<file path="config.mk">
export PLATFORM = sky130hd
export DESIGN_NAME = mask_gen
export DESIGN_NICKNAME = d
export VERILOG_FILES = /design/src/rtl/mask_gen.sv
export SDC_FILE = /design/constraint.sdc
export NUM_CORES = 1
export LEC_CHECK = 0
export BUFFER_PORTS_ARGS = -buffer_cell sky130_fd_sc_hd__buf_4
export CAP_MARGIN = 20
export CORE_UTILIZATION = 50
export DETAILED_ROUTE_END_ITERATION = 10
export PLACE_DENSITY = 0.69
export SYNTH_ARGS = -nofsm -noshare
export SYNTH_HDL_FRONTEND = slang
export SYNTH_SLANG_ARGS = --single-unit
</file>
<file path="constraint.sdc">
create_clock -name clk -period 4.1 [get_ports clk]
set_input_delay 0.205 -clock clk [delete_from_list [all_inputs] [get_ports clk]]
set_output_delay 0.205 -clock clk [all_outputs]
set_load 0.01 [all_outputs]
</file>
<file path="src/rtl/mask_gen.sv">
// Two-stage pipelined mask generator: LO/HI/RANGE/WRAP masks from a pair of
// clamped bit indices, with population count and zero/all-ones flags.
module mask_gen #(
  parameter  int W  = 32,
  localparam int IW = $clog2(W) + 1,
  localparam int CW = $clog2(W + 1)
) (
  input  logic          clk,
  input  logic          rst,
  input  logic          in_vld,
  output logic          in_rdy,
  input  logic [1:0]    in_mode,
  input  logic [IW-1:0] in_a,
  input  logic [IW-1:0] in_b,
  output logic          out_vld,
  input  logic          out_rdy,
  output logic [W-1:0]  out_mask,
  output logic [CW-1:0] out_cnt,
  output logic          out_zero,
  output logic          out_ones
);

  localparam logic [IW-1:0] W_IX    = IW'(W);
  localparam logic [1:0]    M_LO    = 2'd0;
  localparam logic [1:0]    M_HI    = 2'd1;
  localparam logic [1:0]    M_RANGE = 2'd2;

  function automatic logic [IW-1:0] sat_idx(input logic [IW-1:0] x);
    return (x > W_IX) ? W_IX : x;
  endfunction

  // Thermometer code: bits [x-1:0] set.
  function automatic logic [W-1:0] thermo(input logic [IW-1:0] x);
    logic [W-1:0] t;
    t = '0;
    for (int i = 0; i < W; i++) t[i] = (IW'(i) < x);
    return t;
  endfunction

  function automatic logic [CW-1:0] count_of(input logic [1:0] mode,
                                             input logic [IW-1:0] a,
                                             input logic [IW-1:0] b);
    logic [IW:0] r;
    r = '0;
    case (mode)
      M_LO:    r = {1'b0, a};
      M_HI:    r = {1'b0, W_IX} - {1'b0, a};
      M_RANGE: r = (a < b) ? ({1'b0, b} - {1'b0, a}) : '0;
      default: r = (a <= b) ? ({1'b0, b} - {1'b0, a})
                            : ({1'b0, W_IX} - {1'b0, a} + {1'b0, b});
    endcase
    return CW'(r);
  endfunction

  function automatic logic [W-1:0] mask_of(input logic [1:0] mode,
                                           input logic [IW-1:0] a,
                                           input logic [IW-1:0] b,
                                           input logic [W-1:0] ta,
                                           input logic [W-1:0] tb);
    logic [W-1:0] m;
    m = '0;
    case (mode)
      M_LO:    m = ta;
      M_HI:    m = ~ta;
      M_RANGE: m = (a < b) ? (tb & ~ta) : '0;
      default: m = (a <= b) ? (tb & ~ta) : (~ta | tb);
    endcase
    return m;
  endfunction

  logic          vld_p1, vld_p2, ld_p1, ld_p2;
  logic [IW-1:0] a_p0, b_p0, a_p1, b_p1;
  logic [1:0]    mode_p1;
  logic [W-1:0]  ta_p1, tb_p1, mask_p1, mask_p2;
  logic [CW-1:0] cnt_p1, cnt_p2;
  logic          zero_p2, ones_p2;

  // No skid buffer: ready ripples combinationally back from out_rdy.
  assign ld_p2  = ~vld_p2 | out_rdy;
  assign ld_p1  = ~vld_p1 | ld_p2;
  assign in_rdy = ld_p1;

  // ---- stage 0 -> 1: clamp indices, build thermometers and count ----
  assign a_p0 = sat_idx(in_a);
  assign b_p0 = sat_idx(in_b);

  always_ff @(posedge clk) begin
    if (rst)        vld_p1 <= 1'b0;
    else if (ld_p1) vld_p1 <= in_vld;
  end

  always_ff @(posedge clk) begin
    if (ld_p1 && in_vld) begin
      a_p1    <= a_p0;
      b_p1    <= b_p0;
      mode_p1 <= in_mode;
      ta_p1   <= thermo(a_p0);
      tb_p1   <= thermo(b_p0);
      cnt_p1  <= count_of(in_mode, a_p0, b_p0);
    end
  end

  // ---- stage 1 -> 2: combine thermometers into the mask and flags ----
  assign mask_p1 = mask_of(mode_p1, a_p1, b_p1, ta_p1, tb_p1);

  always_ff @(posedge clk) begin
    if (rst)        vld_p2 <= 1'b0;
    else if (ld_p2) vld_p2 <= vld_p1;
  end

  // Output data has defined reset values, so this stage's data is reset too.
  always_ff @(posedge clk) begin
    if (rst) begin
      mask_p2 <= '0;
      cnt_p2  <= '0;
      zero_p2 <= 1'b1;
      ones_p2 <= 1'b0;
    end else if (ld_p2 && vld_p1) begin
      mask_p2 <= mask_p1;
      cnt_p2  <= cnt_p1;
      zero_p2 <= ~|mask_p1;
      ones_p2 <= &mask_p1;
    end
  end

  assign out_vld  = vld_p2;
  assign out_mask = mask_p2;
  assign out_cnt  = cnt_p2;
  assign out_zero = zero_p2;
  assign out_ones = ones_p2;

endmodule

</file>
### Yosys cells after proc, flatten, opt, wreduce, memory -nomap -nowiden

Index checks and enable logic that the tools add are counted.

| word-level totals | value |
|---|---|
| input bits | 18 |
| latch bits | 0 |
| memory bits (writable) | 0 |
| memory bits (read-only) | 0 |
| register bits | 126 |
| word-level logic and storage cells | 111 |
| memories kept | 0 |
| output and inout port bits | 42 |

| operators by class | value |
|---|---|
| div/mod/pow operators | 0 |
| $add $sub $neg | 3 |
| multipliers | 0 |
| equal/unequal tests | 4 |
| order comparisons | 70 |
| shifts and indexed selects | 0 |
| reduce and logical (&&, ||, !) cells | 7 |
| muxes and demuxes | 8 |
| bitwise operators | 7 |

Operators with widths:

| operator | number |
|---|---|
| $lt 5x6->1 const A | 32 |
| $lt 4x6->1 const A | 16 |
| $pmux 32 s3 | 1 |
| $mux 32 | 2 |
| $lt 3x6->1 const A | 8 |
| $and 32x32->32 | 1 |
| $not 32->32 | 1 |
| $or 32x32->32 | 1 |
| $reduce_and 32->1 | 1 |
| $reduce_or 32->1 | 1 |
| $lt 1x6->1 const A | 4 |
| $lt 2x6->1 const A | 4 |
| $mux 6 | 4 |
| $pmux 6 s3 | 1 |
| $gt 6x6->1 const B | 2 |
| $le 6x6->1 | 2 |
| $lt 6x6->1 | 2 |
| $add 6x6->6 | 1 |
| $sub 6x6->6 | 1 |
| $sub 6x6->6 const A | 1 |
| $eq 2x1->1 const B | 2 |
| $eq 2x2->1 const B | 2 |
| $logic_not 2->1 | 2 |
| $logic_and 1x1->1 | 2 |
| 3 further kinds | 5 |

### Logic depth before layout (Yosys ltp)

| depth | value |
|---|---|
| word-level depth | 6 |
| mapped depth | 14 |
| depth with buffers taken out | 13 |

### Worst setup path after synthesis

Ideal clock, no wire load.

| timing path | value |
|---|---|
| path kind | input -> register |
| start | input in_a[5] |
| end | register cnt_p1[2] (data pin) |
| path buffers | 1 |
| arrival time | 2740 ps |
| required time | 3826 ps |
| cell stages on the path | 14 |
| slack | 1086 ps |
| cell sequence | inv_1 clkbuf_1 nand2_1 inv_1 ha_1 fa_1 inv_1 maj3_1 a21oi_1 o21bai_1 a211oi_4 mux2i_1 xnor2_1 o221ai_1 |

| between the ends | value |
|---|---|
| longest elaborated chain between the ends | 6 |
| elaborated cells between the ends (all ways) | 10 |

Ends and longest elaborated chain:

| item | RTL line | RTL |
|---|---|---|
| from (decl) | 13 | `input logic [IW-1:0] in_a,` |
| $gt 6x6->1 (*) | 29 | `return (x > W_IX) ? W_IX : x;` |
| $mux 6 (*) | 29 |  |
| named net a_p0[0] | 72 | `logic [IW-1:0] a_p0, b_p0, a_p1, b_p1;` |
| $sub 6x6->6 | 47, 50 |  |
| $add 6x6->6 | 50 | `: ({1'b0, W_IX} - {1'b0, a} + {1'b0, b});` |
| $mux 6 | 49 | `default: r = (a <= b) ? ({1'b0, b} - {1'b0, a})` |
| $pmux 6 s3 (*) | 45 | `case (mode)` |
| to (signal assigned) | 99 | `cnt_p1 <= count_of(in_mode, a_p0, b_p0);` |
| to (decl) | 75 | `logic [CW-1:0] cnt_p1, cnt_p2;` |

The timed path passes the listed nets; every way through them passes the cells marked *.
A chain may end at the register's enable or synchronous reset.

### Worst setup path after layout

| timing path | value |
|---|---|
| start | register a_p1[5] |
| end | register ones_p2, in the netlist out_ones |

| between the ends | value |
|---|---|
| longest elaborated chain between the ends | 4 |
| elaborated cells between the ends (all ways) | 6 |

Ends and longest elaborated chain:

| item | RTL line | RTL |
|---|---|---|
| from (decl) | 72 |  |
| from (signal assigned) | 94 | `a_p1 <= a_p0;` |
| $le 6x6->1 / $lt 6x6->1 (equally long branches) | 66, 65 |  |
| $mux 32, on equally long branches | 66, 65 |  |
| $pmux 32 s3 (*) | 62 | `case (mode)` |
| $reduce_and 32->1 (*) | 122 | `ones_p2 <= &mask_p1;` |
| to (signal assigned) | 122 |  |
| to (decl) | 76 | `logic zero_p2, ones_p2;` |

Every way passes the cells marked *; elsewhere a longest branch is shown, timed or not.

==> results.yml <==
status:
  status: "completed"
placed_design:
  place_area_um2: 7790
  place.port_buffers: 59
  dp_worst_setup_slack_ns: 0.652
  place.detailed.hpwl_mm: 15.3
  gp_routability_congestion: 0.902
floorplan:
  core.rowCount: 43
  core_um2: 14000
  io_pins: 60
  dieWidth_um: 122
  die_height_um: 122
  initial_utilization: 0.518
  area_enclosed_by_the_die_boundary_um2: 15000
logic_synthesis:
  synth_most_common_cell: "sky130_fd_sc_hd__nand2_1"
  async_set_reset_flop_share_out_of_synthesis: 0
  edff_count_synth: 82
  synthCells: 819
  yosysWarnings: 0
  yosysUniqueCellTypes: 67
  synth_top_cell_area_share: 0.340
  syn_avg_cell_area_um2: 8.85
  yosys_register_bits: 124
  post_synth_instance_area_um2: 7240
  synth_top_cells_by_count: "sky130_fd_sc_hd__nand2_1 (96), sky130_fd_sc_hd__nor2_1 (83), sky130_fd_sc_hd__edfxtp_1 (82)"
  postSynth.topFlopCell: "sky130_fd_sc_hd__edfxtp_1"
  cell_type_with_the_largest_total_area_after_synthesis: "sky130_fd_sc_hd__edfxtp_1"
  seq_area_frac_synth: 0.456
  synthTopCellsByArea: "sky130_fd_sc_hd__edfxtp_1 (34%), sky130_fd_sc_hd__dfxtp_1 (12%), sky130_fd_sc_hd__a21oi_1 (5.4%)"
  postSynthNetCount: 857
global_route:
  first_global_vias: 5816
  wire_length_of_the_first_global_routing_pass_mm: 32.3
  grt_start_max_net_pins: 70
  gr-total-overflow: 0
  antenna_violations_before_repair: 0
  total_routing_usage_reported_by_global_routing: 0.292
sta:
  drv_slew: 0
  finalCritPeriodShare: 0.851
  finalHoldViolations: 0
  achievable-frequency_mhz: 287
  setup_total_negative_slack_ns: 0
  period_needed_ns: 3.49
  largest_clock_skew_in_the_final_design_ns: 0.00881
  timing.max_slew.rel_slack: 0.358
  tightestPinTransition_ns: 0.962
  unrepaired_setup_endpoints_after_global_routing: "false"
  setup_slack_ns: 0.611
  setup_viol_count_final: 0
final_layout:
  drive_gt1_frac: 0.132
  diodes: 0
  footprint_of_the_multi_input_gates_um2: 3590
  final.fill_count: 1229
  area_added_between_synthesis_and_finish_pct: 15.8
  finalNetCount: 898
  design_area_um2: 8390
  regArea_um2: 3300
setup_path:
  crit_fanout: 15
  worstSetupStartpointType: "flip-flop"
  crit_family: "simple AND/OR/NAND/NOR gates"
  worst_path_max_delay_cell: "sky130_fd_sc_hd__nand4_1"
  critical_path_arrival_ns: 3.85
  crit_path_cell_trace: "inv_1, ha_1, nand4_2, buf_4, o21bai_2, nand4_1, nor3b_1, nor3_1, or4_1, nor4_1, a32o_1"
  end_kind: "flip-flop"
  critical_path_class: "flip-flop to flip-flop"
  worstPathRequired_ns: 4.46
  slowest_delay_ns: 0.54
  critical_path.n_buffers_inverters: 2
clocking:
  cts_resized: 0
  postCtsSetupBuffers: 0
  clock_path_buffers: 2
  insertion_delay_ns: 0.42
  tritoncts_num_sinks: 124
  htree_levels: 4
  cts-hold-fix-buffers: 1
  cts-root-buf: "sky130_fd_sc_hd__clkbuf_16"
  clk_transition_reported_paths_ns: 0.06
  tritoncts: "yes"
  number_of_buffers_inserted_during_clock_tree_synthesis: 17
routing:
  finalWirelength_mm: 21.1
  residual_drc: 0
  drt-met1-wl_mm: 9.17
  drt-wirelength-per-cell_um: 20.1
  ant_nets: 0
  detailedRoute.firstPassIterationCount: 5
  route.detailed.vias_per_inst: 6.05
  detailroute.wirelength.met2_mm: 9.78
  drtIter0Drc: 559
  met3_wirelength_mm: 1.69
  topRoutingLayerUsed: "met4"
  total_vias_in_the_final_route: 6375
pwr:
  cellPowerDensity_nw_per_um2: 422
  power.static_leakage_nw: 3.21
  ir_drop_worst_case_vdd_uv: 293
  total_power_mw: 3.54
flow_run:
  max_cap_violations: 0
min_path:
  worst_hold_path_type: "input pin to flip-flop"
[stage by stage]
| stage | std cells | utilization | hold slack, ns |
|---|---|---|---|
| 2_1_floorplan | 819 | - | 0.304 |
| 3_3_place_gp | 1018 | 0.557 | 0.422 |
| 3_5_place_dp | 1018 | 0.557 | 0.437 |
| 4_1_cts | 1051 | 0.598 | 0.0315 |
| 5_1_grt | 1053 | 0.600 | 0.0420 |
| 6_report | 1053 | 0.600 | 0.0463 |
[sequential cells by signal, indices dropped and copies added (netlist names)]
signal / count
out_vld: 1
b_p1: 6
out_ones: 1
out_cnt: 6
mode_p1: 2
tb_p1: 31
cnt_p1: 6
out_mask: 32
out_zero: 1
ta_p1: 31
a_p1: 6
vld_p1: 1
[worst paths after layout]
kind,startpoint,endpoint,slack (ns),cells past startpoint
setup reg to reg,a_p1[5],out_ones,0.61,11
setup / recovery,a_p1[5],out_ones,0.61,11
hold reg to reg,out_cnt[3],out_cnt[3],0.46,2
hold / removal,in_a[5],a_p1[5],0.05,1
[worst register-to-register path, delay by kind of cell, from the launching register on]
family | cells | cell delay [ns]
AOI/OAI and AO/OA | 2 | 0.43
buffers and inverters | 2 | 0.27
adders and majority gates | 1 | 0.36
and+or+nand+nor | 6 | 1.98
DFF | 1 | 0.39
[logic make-up after synthesis]
family / count (synthesis) / synth area share
DFF: 124 / 0.456
AOI/OAI and AO/OA: 223 / 0.195
buffers and inverters: 89 / 0.0497
xor gates and xnor gates: 18 / 0.0218
adders and majority gates: 23 / 0.0408
muxes: 4 / 0.00553
and+or+nand+nor: 338 / 0.231
[power breakdown]
part / internal (mW) / switching (mW)
Sequential: 1.42 / 0.0600
Combinational: 0.239 / 0.396
Clock: 0.878 / 0.543
Total: 2.54 / 0.999
[area by class of cell]
| cell class | count | area share |
|---|---|---|
| clock buffer | 17 | 0.0507 |
| inverter | 36 | 0.0161 |
| timing repair buffer | 75 | 0.0686 |
| clock inverter | 15 | 0.0157 |
| sequential | 124 | 0.394 |
| multi-input combinational | 606 | 0.428 |
| tap | 180 | 0.0269 |
[metal layers]
layer,GRT usage,vias to the layer above
met4,0.0983,0
li1,-,3025
met2,0.464,314
met3,0.0530,42
met5,0,-
met1,0.401,2994
[cell usage in the layout, fill, tap and decap left out, types with 20 or more instances in the layout]
master and count:
sky130_fd_sc_hd__inv_1 34, sky130_fd_sc_hd__nand2_1 96, sky130_fd_sc_hd__nor2_1 83, sky130_fd_sc_hd__buf_4 72
sky130_fd_sc_hd__nand2b_1 34, sky130_fd_sc_hd__a211oi_1 20, sky130_fd_sc_hd__nand3_1 20, sky130_fd_sc_hd__nor3_1 27
sky130_fd_sc_hd__dfxtp_1 42, sky130_fd_sc_hd__o21ai_0 50, sky130_fd_sc_hd__edfxtp_1 82, sky130_fd_sc_hd__a21oi_1 78
Power figures use the tool's default switching activity.
